$ cat config.mk
export PLATFORM = sky130hd
export DESIGN_NAME = z80_bank_decoder
export DESIGN_NICKNAME = d
export VERILOG_FILES = /design/src/rtl/z80_bus_pkg.sv /design/src/rtl/z80_wait_gen.sv /design/src/rtl/z80_bank_decoder.sv
export SDC_FILE = /design/constraint.sdc
export NUM_CORES = 1
export LEC_CHECK = 0
export CAP_MARGIN = 15
export CORE_MARGIN = 4
export CORE_UTILIZATION = 40
export DETAILED_ROUTE_END_ITERATION = 10
export PLACE_DENSITY = 0.68
export REMOVE_ABC_BUFFERS = 1
export SYNTH_ARGS = -nofsm -noshare
export SYNTH_HDL_FRONTEND = slang
export SYNTH_HIERARCHICAL = 1
export SYNTH_SLANG_ARGS = --single-unit
$ cat constraint.sdc
create_clock -name clk_i -period 2.4 [get_ports clk_i]
set_input_delay 0.48 -clock clk_i [delete_from_list [all_inputs] [get_ports clk_i]]
set_output_delay 0.48 -clock clk_i [all_outputs]
set_load 0.005 [all_outputs]
$ cat src/rtl/z80_bus_pkg.sv
// Shared Z80 bus decode constants and target classes.
package z80_bus_pkg;

    localparam int unsigned WINDOW_BITS = 14;

    localparam logic [7:0] UART_BASE = 8'h70;
    localparam logic [7:0] DEC_BASE  = 8'h74;
    localparam logic [7:0] PAGE_BASE = 8'h78;
    localparam logic [7:0] STATUS    = 8'h7D;
    localparam logic [7:0] CTRL      = 8'h7E;
    localparam logic [7:0] BANK      = 8'h7F;

    typedef enum logic [2:0] {
        T_RAM,
        T_ROM,
        T_UART,
        T_DEC,
        T_IO,
        T_NONE
    } target_e;

endpackage

$ cat src/rtl/z80_wait_gen.sv
// Z80 WAIT generator: loads a wait count on each request start and counts it down.
module z80_wait_gen #(
    parameter int unsigned CNT_W = 4
) (
    input  logic             clk_i,
    input  logic             rst_i,
    input  logic             req,
    input  logic [CNT_W-1:0] load,
    output logic             wait_n
);

    logic             req_q;
    logic [CNT_W-1:0] cnt_q;
    logic [CNT_W-1:0] cnt_d;

    // A dropped request abandons the remaining wait count.
    always_comb begin
        cnt_d = cnt_q;
        if (req && !req_q) begin
            cnt_d = load;
        end else if (!req) begin
            cnt_d = '0;
        end else if (cnt_q != '0) begin
            cnt_d = cnt_q - CNT_W'(1);
        end
    end

    always_ff @(posedge clk_i) begin
        if (rst_i) begin
            req_q <= 1'b0;
            cnt_q <= '0;
        end else begin
            req_q <= req;
            cnt_q <= cnt_d;
        end
    end

    assign wait_n = (cnt_q == '0);

endmodule

$ cat src/rtl/z80_bank_decoder.sv
// Z80 memory/IO decoder with four paged 16 KB windows, banked IO selects,
// per-target wait states and edge-triggered internal register writes.
module z80_bank_decoder #(
    parameter int unsigned PHYS_ADDR_W = 20,
    parameter int unsigned NUM_IO_CH   = 8,
    parameter int unsigned ROM_WAIT    = 1,
    parameter int unsigned IO_WAIT     = 2,
    parameter int unsigned UART_WAIT   = 0
) (
    input  logic                   clk_i,
    input  logic                   rst_i,
    input  logic [15:0]            addr_i,
    input  logic [7:0]             data_i,
    input  logic                   wr_n,
    input  logic                   rd_n,
    input  logic                   mreq_n,
    input  logic                   ioreq_n,
    output logic [7:0]             data_o,
    output logic [PHYS_ADDR_W-1:0] phys_addr_o,
    output logic                   ram_cs,
    output logic                   rom_cs,
    output logic                   uart_cs,
    output logic                   dec_cs,
    output logic [NUM_IO_CH-1:0]   io_cs,
    output logic                   wait_n
);

    import z80_bus_pkg::*;

    localparam int unsigned PAGE_W = PHYS_ADDR_W - WINDOW_BITS;
    localparam int unsigned WAIT_W = 8;

    logic [PAGE_W-1:0] page_q [4];
    logic              rom_dis_q;
    logic              bad_bank_q;
    logic [7:0]        io_bank_q;
    logic              wr_act_q;
    logic              st_rd_q;

    logic [7:0]        port;
    logic              io_req;
    logic              mem_req;
    logic              is_uart;
    logic              is_dec;
    logic              is_page;
    logic              bank_ok;
    logic              wr_act;
    logic              wr_stb;
    logic              st_rd;
    logic [WAIT_W-1:0] wait_load;
    target_e           target;

    assign port    = addr_i[7:0];
    assign io_req  = !ioreq_n;
    assign mem_req = !mreq_n;
    assign is_uart = (port[7:2] == UART_BASE[7:2]);
    assign is_dec  = (port[7:4] == DEC_BASE[7:4]) && (port[3:2] != 2'b00);
    assign is_page = (port[7:2] == PAGE_BASE[7:2]);
    assign bank_ok = (32'(io_bank_q) < NUM_IO_CH);

    // IO decode takes priority over a simultaneous (illegal) memory request.
    always_comb begin
        target = T_NONE;
        if (io_req) begin
            if (is_uart) begin
                target = T_UART;
            end else if (is_dec) begin
                target = T_DEC;
            end else if (bank_ok) begin
                target = T_IO;
            end
        end else if (mem_req) begin
            if (addr_i[15:14] == 2'b00 && !rom_dis_q) begin
                target = T_ROM;
            end else begin
                target = T_RAM;
            end
        end
    end

    assign ram_cs  = (target == T_RAM);
    assign rom_cs  = (target == T_ROM);
    assign uart_cs = (target == T_UART);
    assign dec_cs  = (target == T_DEC);

    always_comb begin
        io_cs = '0;
        for (int unsigned i = 0; i < NUM_IO_CH; i++) begin
            if (target == T_IO && io_bank_q == 8'(i)) begin
                io_cs[i] = 1'b1;
            end
        end
    end

    // Window 0 is paged even for ROM, which gives ROM banking for free.
    assign phys_addr_o = {page_q[addr_i[15:14]], addr_i[WINDOW_BITS-1:0]};

    always_comb begin
        case (target)
            T_ROM:   wait_load = WAIT_W'(ROM_WAIT);
            T_IO:    wait_load = WAIT_W'(IO_WAIT);
            T_UART:  wait_load = WAIT_W'(UART_WAIT);
            default: wait_load = '0;
        endcase
    end

    z80_wait_gen #(
        .CNT_W (WAIT_W)
    ) u_wait_gen (
        .clk_i  (clk_i),
        .rst_i  (rst_i),
        .req    (io_req | mem_req),
        .load   (wait_load),
        .wait_n (wait_n)
    );

    always_comb begin
        data_o = '0;
        if (io_req && !rd_n) begin
            if (is_page) begin
                data_o = 8'(page_q[port[1:0]]);
            end else if (port == STATUS) begin
                data_o = {7'b0, bad_bank_q};
            end else if (port == CTRL) begin
                data_o = {7'b0, rom_dis_q};
            end else if (port == BANK) begin
                data_o = io_bank_q;
            end
        end
    end

    assign wr_act = io_req && !wr_n && dec_cs;
    assign wr_stb = wr_act && !wr_act_q;
    assign st_rd  = io_req && !rd_n && (port == STATUS);

    always_ff @(posedge clk_i) begin
        if (rst_i) begin
            for (int i = 0; i < 4; i++) begin
                page_q[i] <= PAGE_W'(i);
            end
            rom_dis_q  <= 1'b0;
            bad_bank_q <= 1'b0;
            io_bank_q  <= '0;
            wr_act_q   <= 1'b0;
            st_rd_q    <= 1'b0;
        end else begin
            wr_act_q <= wr_act;
            st_rd_q  <= st_rd;
            if (wr_stb) begin
                if (is_page) begin
                    page_q[port[1:0]] <= PAGE_W'(data_i);
                end else if (port == CTRL) begin
                    rom_dis_q <= data_i[0];
                end else if (port == BANK) begin
                    io_bank_q <= data_i;
                end
            end
            // Status clears when a read of it completes; a new fault wins.
            if (io_req && target == T_NONE) begin
                bad_bank_q <= 1'b1;
            end else if (st_rd_q && !st_rd) begin
                bad_bank_q <= 1'b0;
            end
        end
    end

endmodule
==> results of run 1 <==
flip-flops by register name, indices dropped and copies added, names as in the netlist:
signal,count
st_rd_q,1
u_wait_gen/cnt_q,8
wr_act_q,1
page_q,24
io_bank_q,8
bad_bank_q,1
u_wait_gen/req_q,1
rom_dis_q,1
power by group through the flow:
stage	Clock [mW]	Sequential, mW	Combinational (mW)
after floorplan	0	0.883	0.160
after CTS	0.513	0.872	0.386
after global routing	0.550	0.880	0.433
final	0.505	0.873	0.401
after global placement	0	0.888	0.367
after detailed placement	0	0.889	0.370
worst min-delay path, cell delays in order (launching register included):
cell and delay (ns):
dfxtp_1 0.36, mux2i_1 0.07, nor2_1 0.07
what timing repair did:
item	in CTS	in global routing
buffers inserted	7	3
hold buffers	0	0
cloned	0	1
pin swaps	11	9
setup endpoints to repair	27	42
resized for setup	89	16
worst paths after layout:
kind / startpoint / end / slack (ns) / cells after the start
max reg2reg: wr_act_q / page_q[2][1] / 0.56 / 6
max: io_bank_q[4] / io_cs[0] / -0.11 / 7
min reg2reg: rom_dis_q / rom_dis_q / 0.53 / 2
min: rom_dis_q / rom_dis_q / 0.53 / 2
cells in the final DEF, fill, tap and decap left out, drive strengths merged, types with 2 or more instances in the layout:
| master | synthesis | layout |
|---|---|---|
| dlymetal6s2s | 0 | 5 |
| nor4 | 2 | 2 |
| inv | 5 | 6 |
| buf | 19 | 66 |
| nand3 | 3 | 3 |
| a21oi | 7 | 7 |
| edfxtp | 24 | 24 |
| nand2 | 14 | 14 |
| a31o | 2 | 2 |
| nand2b | 10 | 10 |
| nor3 | 8 | 8 |
| o211ai | 6 | 6 |
| a211oi | 5 | 5 |
| mux2 | 6 | 6 |
| and3 | 19 | 19 |
| or3b | 2 | 2 |
| dlygate4sd2 | 0 | 13 |
| nand3b | 4 | 4 |
| nor2 | 34 | 34 |
| o21ai | 2 | 2 |
| and2 | 4 | 4 |
| dfxtp | 21 | 21 |
| clkdlybuf4s50 | 0 | 26 |
| clkbuf | 10 | 7 |
| mux2i | 15 | 15 |
| or4 | 3 | 3 |
| conb | 1 | 6 |
| xnor2 | 4 | 4 |
| a21o | 4 | 4 |
| ha | 2 | 2 |
| nor2b | 7 | 7 |
| mux4 | 7 | 7 |
cells by family after synthesis:
family	after synthesis
adders and majority gates	2
muxes	28
and+or+nand+nor	117
other	1
DFF	45
AOI/OAI and AO/OA	30
buffers and inverters	34
xor gates and xnor gates	5
metrics by stage:
stage	util, %	hold slack (ns)
after detailed placement	55.41	0.5159
final	59.38	0.5296
after global routing	59.38	0.5672
after global placement	55.41	0.5028
after floorplan	-	0.4657
after CTS	57.90	0.5367
per-layer routing:
layer  routed length, um  GRT usage (%)  vias to the layer above  share of wire, %
met2                3451          28.76                       58                50
met4                  46          3.321                        0              0.66
met5                   0              0                        -                 0
li1                    -              -                     1123                 -
met3                 320          4.007                        4               4.6
met1                3142          22.88                     1093                45
layout make-up:
class / instances / area (sq um)
inverters: 5 / 18.77
well taps: 77 / 96.34
clock buffers: 6 / 82.58
clock inverters: 2 / 17.52
flip-flops and latches: 45 / 1144
fillers: 559 / 2609
multi-input cells: 188 / 1460
repair buffers: 112 / 994.7
==> summary.txt, run 1 <==
Synthesis
  – Largest cells by area after synthesis: edfxtp_1 27%, dfxtp_1 16%, mux4_2 5.9%
  – Post-Syn Area: 0.002674 sq mm
  – Post-synthesis sequential area ratio: 42.68%
  – Fraction of registers with async set/reset: 0%
  – Warnings, synthesis: 6
  – Synth Area in XOR/XNOR: around 1.6%
  – Main flop type after synthesis: edfxtp_1
  – Simple-gate portion of the synthesized area: about a quarter
  – Cell count after synthesis: roughly 260
  – Top-count cell post-synth: nor2_1
  – Synth cell types: 47
  – Mux contribution to synthesized area: between 10 and 15%
  – Top post-synthesis cells by count: 34 x nor2_1, 24 x edfxtp_1, 21 x dfxtp_1
  – Synth Area in Compound Gates: 8.002%
  – Top cell type's share of synthesized area: 26.95%
  – Avg Cell Area, Syn: around 10 sq um
  – Yosys top cell by area: edfxtp_1
  – Post-synthesis register bit count: 45
  – Largest family of logic cells by synthesized area: simple AND/OR/NAND/NOR gates
  – Post-synth EDFFs: 24
  – Post-Synth Adder-Cell Area: less than 1%

Timing
  – Final setup TNS: -0.6287 ns
  – Slew margin rel.: about three fifths
  – RSZ-0062 raised after global routing: true
  – Endpoints failing setup: 8
  – Actual slew at the worst max-slew pin: approximately 0.58 ns
  – Clock skew: about 0.0084 ns
  – Minimum clock period: between 2 and 3 ns
  – Final Hold Vio Count: 0
  – Final period util: 104.6%
  – Slew Viols, Final: 0
  – Final WS setup: -0.1095 ns
  – Fmax: around 400 MHz

Global routing
  – Congestion Overflow GR: 0
  – Vias in the first global route: approximately 2,200
  – Initial antenna violation count: 0
  – GRT Total Usage: about 17%
  – Global-route wire length before repair: around 11,000 um
  – Pin count of the biggest net entering global routing: 19

Floorplanning
  – CORE AREA: roughly 0.0064 sq mm
  – Die span in y: approximately 90 um
  – Die Area: 0.008057 sq mm
  – Initial Utilization: a little over two fifths
  – IO Count: between 70 and 80
  – Die width: about 90 um
  – FP Rows: 29

Finish
  – Non-filler cells, final: 435
  – Post-route design area: 0.003814 sq mm
  – N_diodes: 0
  – Area Growth Syn to Fin: 42.63%
  – Layout Nets: 389
  – Layout cell share with drive strength beyond 1: around a third

Critical path
  – CP startpoint kind: flop
  – Arr. time, crit path: approximately 2 ns
  – Largest stage delay on the critical path: 0.56 ns
  – Most used cell, CP: buf_4
  – Critical Path End Type: output port
  – CP cell instances: or4_4, nor4b_4, buf_4, buf_4, nand2b_4, nor3_2, buf_2
  – Slowest cell on crit path: or4_4
  – CP delay by family, top: simple AND/OR/NAND/NOR gates
  – Worst EP required: around 1.9 ns
  – Critical path fanouts, max: 4
  – Kind of critical path: reg -> out
  – CP bufs+invs: 3

Placement
  – IO Port Bufs: 58
  – Placed cells: approximately 420
  – Setup WS pre-CTS: -0.6584 ns
  – Final HPWL DP: around 5000 um
  – GPL Wtd Cong: roughly 0.82
  – Placed Area: 0.003558 sq mm

Routing
  – Vias per inst: about 5.2
  – DRT Wirelength: 6960 um
  – Drt drc: 0
  – Post-route ant nets: 0
  – DRT iter0 DRCs: about 180
  – First-pass iteration count of the detailed router: 4
  – Via count: about 2,300
  – Wire per inst: roughly 16 um

Pwr
  – Clock share of power: between 20% and 30%
  – Power Internal: 1.308 mW
  – Net Sw Frac: between 20% and 30%
  – Final Power: approximately 1.8 mW
  – Worst vdd ir: around 0.28 mV
  – Pwr dens: approximately 470 mW/mm^2
  – P_leak: approximately 1.7 nW
  – Switching pwr: 0.4715 mW
  – Combinational share of power: around 23%
  – Seq pwr share: roughly 50%

Clock network
  – Clk root buf: clkbuf_8
  – Clock Tree Buf Depth: 2
  – TritonCTS clock tree: built
  – H-tree depth: 2
  – CTS Buf Count: 5
  – Num Clock Sinks: 45
  – Worst-path clk slew: 0.09 ns
  – Clock latency at the later pin of the worst-skew pair: 0.30 ns

Run
  – Max-Cap Viols: 0

Outcome
  – Failing checks: negative setup slack
  – Status: complete, but fails checks

Worst hold path
  – Worst hold-check path type: reg -> reg
No activity file was read; power rests on OpenSTA's default activity.
==> run 2, diff against run 1 <==
--- a/config.mk
+++ b/config.mk
@@ -9,6 +9,7 @@
 export CORE_MARGIN = 4
 export CORE_UTILIZATION = 40
 export DETAILED_ROUTE_END_ITERATION = 10
+export GPL_ROUTABILITY_DRIVEN = 0
 export PLACE_DENSITY = 0.68
 export REMOVE_ABC_BUFFERS = 1
 export SYNTH_ARGS = -nofsm -noshare
==> results of run 2 <==
The final DEF is identical to that of run 1; final timing and power are the same.
==> run 3, diff against run 2 <==
--- a/config.mk
+++ b/config.mk
@@ -10,8 +10,9 @@
 export CORE_UTILIZATION = 40
 export DETAILED_ROUTE_END_ITERATION = 10
 export GPL_ROUTABILITY_DRIVEN = 0
-export PLACE_DENSITY = 0.68
+export PLACE_DENSITY = 0.74
 export REMOVE_ABC_BUFFERS = 1
+export SLEW_MARGIN = 20
 export SYNTH_ARGS = -nofsm -noshare
 export SYNTH_HDL_FRONTEND = slang
 export SYNTH_HIERARCHICAL = 1
==> run 3 against run 2 <==
  * Via count up 0.70%
  * Routed wire length up 1.8%
  * Worst setup slack better by 0.020 ns
  * The flow still finishes with violations (negative setup slack)
  * Non-clock buffer count down 2
  * Clock power down 4.6%
  * Utilization down 0.95 points
  * Highest routed layer unchanged
==> summary.txt, run 3 (synthesis results as in run 1) <==
Timing
  – Actual slew at the worst max-slew pin: approximately 0.57 ns
  – Minimum clock period: 2.489 ns
  – Endpoints failing setup: 6
  – Clock skew: just under 0.005 ns
  – RSZ-0062 raised after global routing: true
  – Final period util: 103.7%
  – Final setup TNS: -0.1777 ns
  – Slew margin rel.: 61.89%
  – Min Hold Slack: approximately 0.58 ns
  – Final Hold Vio Count: 0
  – Fmax: roughly 400 MHz
  – Slew Viols, Final: 0
  – Final WS setup: -0.08940 ns

Finish
  – Largest register by flop count: page_q
  – Post-layout util: approximately three fifths
  – Filler instances: 557
  – Commonest non-fill, non-tap cells in the layout: 40 x buf_4, 28 x nor2_1, 25 x clkdlybuf4s50_1
  – Commonest non-fill, non-tap cell in the layout: buf_4
  – Max FFs per register: 24
  – Layout cell share with drive strength beyond 1: 33.99%
  – Largest regs: page_q (24), io_bank_q (8), u_wait_gen/cnt_q (8)
  – Area Growth Syn to Fin: 40.34%
  – N_diodes: 0
  – Layout Nets: a little under 400

Global routing
  – Vias in the first global route: around 2,400
  – Initial antenna violation count: 0
  – GRT Total Usage: about 18%
  – Pin count of the biggest net entering global routing: 25
  – Global-route wire length before repair: around 12,000 um
  – Congestion Overflow GR: 0

Placement
  – IO Port Bufs: 58
  – Final HPWL DP: about 5300 um

Floorplanning
  – Die span in y: between 80 and 90 um
  – Die Area: between 0.008 and 0.009 sq mm
  – IO Count: 71
  – Die width: roughly 90 um
  – FP Rows: 29
  – Initial Utilization: 41.63%
  – CORE AREA: 0.006422 sq mm

Critical path
  – Reg2reg end: page_q[2][1]
  – CP cell instances: or4_4, nor4b_4, buf_4, buf_6, nand2_4, nor3_2, buf_2
  – Critical Path Sink: io_cs[2]
  – Critical path fanouts, max: 4
  – Largest stage delay on the critical path: ~0.56 ns
  – FF-to-FF Start: wr_act_q
  – Kind of critical path: reg -> out
  – Worst setup path start: io_bank_q[6]
  – Worst EP required: ~1.9 ns
  – Critical Path End Type: output port
  – Reg2Reg Depth: 6
  – Arr. time, crit path: about 2.0 ns
  – Slowest cell on crit path: or4_4
  – FF-to-FF setup slack: between 0.5 and 0.6 ns
  – CP startpoint kind: flop

Clock network
  – TritonCTS clock tree: built
  – Worst-path clk slew: roughly 0.080 ns
  – Clk root buf: clkbuf_8
  – Post-CTS Hold Buffers: 0
  – Clock Tree Buf Depth: 2
  – H-tree depth: 2
  – Clock latency at the later pin of the worst-skew pair: about 0.3 ns
  – Num Clock Sinks: 45
  – CTS Buf Count: 5

Run
  – Max-Cap Viols: 0

Routing
  – Post-route ant nets: 0
  – First-pass iteration count of the detailed router: 5
  – DRT iter0 DRCs: a little over 90
  – Drt drc: 0
  – Vias per inst: about 5.3
  – Wire per inst: about 16 um
  – DRT Wirelength: 7082 um
  – Via count: 2,294

Pwr
  – Worst vdd ir: between 0.2 and 0.25 mV
  – P_leak: around 1.6 nW
  – Pwr dens: between 400 and 500 mW/mm^2
  – Final Power: between 1.5 and 2 mW

Outcome
  – Status: complete, but fails checks
  – Failing checks: negative setup slack

Worst hold path
  – Worst hold-check path type: reg -> reg
[run 3: changes by cell type in the layout (fill, tap and decap cells not counted), sizes merged]
cell and change:
dlymetal6s2s -3, clkdlybuf4s15 -1, clkdlybuf4s50 -1, clkbuf +1
clkinv +1, inv -1, dlygate4sd2 +2
[run 3: area by class of cell]
class	count	area [sq um]	share of cell area, %
clock buffers	6	82.58	2.201
clock inverters	2	8.758	0.2334
inverters	5	18.77	0.5002
multi-input cells	188	1455	38.78
flip-flops and latches	45	1142	30.44
well taps	77	96.34	2.568
repair buffers	110	948.4	25.28
[run 3: metal layers]
| layer | vias to the layer above | global-route usage, % | wire length, um |
|---|---|---|---|
| met2 | 61 | 33.02 | 3756 |
| met3 | 10 | 3.589 | 321 |
| met5 | - | 0 | 0 |
| met4 | 0 | 5.364 | 121 |
| li1 | 1113 | - | - |
| met1 | 1110 | 20.79 | 2881 |
[run 3: worst min path at each step]
stage | depth (start not counted) | endpoint | startpoint
CTS | 2 | rom_dis_q | rom_dis_q
floorplan | 2 | io_bank_q[6] | io_bank_q[6]
global route | 1 | bad_bank_q | bad_bank_q
finish | 1 | bad_bank_q | bad_bank_q
detailed placement | 1 | bad_bank_q | bad_bank_q
global placement | 2 | rom_dis_q | rom_dis_q
[run 3: power by group]
part | switching, mW | total, mW | internal (mW)
Combinational | 0.171 | 0.383 | 0.212
Clock | 0.253 | 0.482 | 0.228
Sequential | 0.0285 | 0.873 | 0.844
Total | 0.452 | 1.74 | 1.28
[run 3: worst max-delay path: cells and delay by family, from the launching register on]
kind                   cells  cell delay (ns)
buffers and inverters      3             0.42
flip-flops                 1             0.32
AND/OR/NAND/NOR            4             0.98
[run 3: timing repair]
item                                    4_1_cts  5_1_grt
endpoints found under the setup margin       33       36
resized for setup                           102       12
setup buffers                                10        0
pin swaps                                    10        6
[run 3: metrics by stage]
step / instance area, sq um / setup WS [ns] / instances
CTS: 3734 / -0.04692 / 433
floorplan: 2521 / 0.2548 / 238
detailed placement: 3551 / -0.6376 / 415
global placement: 3551 / -0.6562 / 415
global route: 3752 / -0.1467 / 433
finish: 3752 / -0.08940 / 433
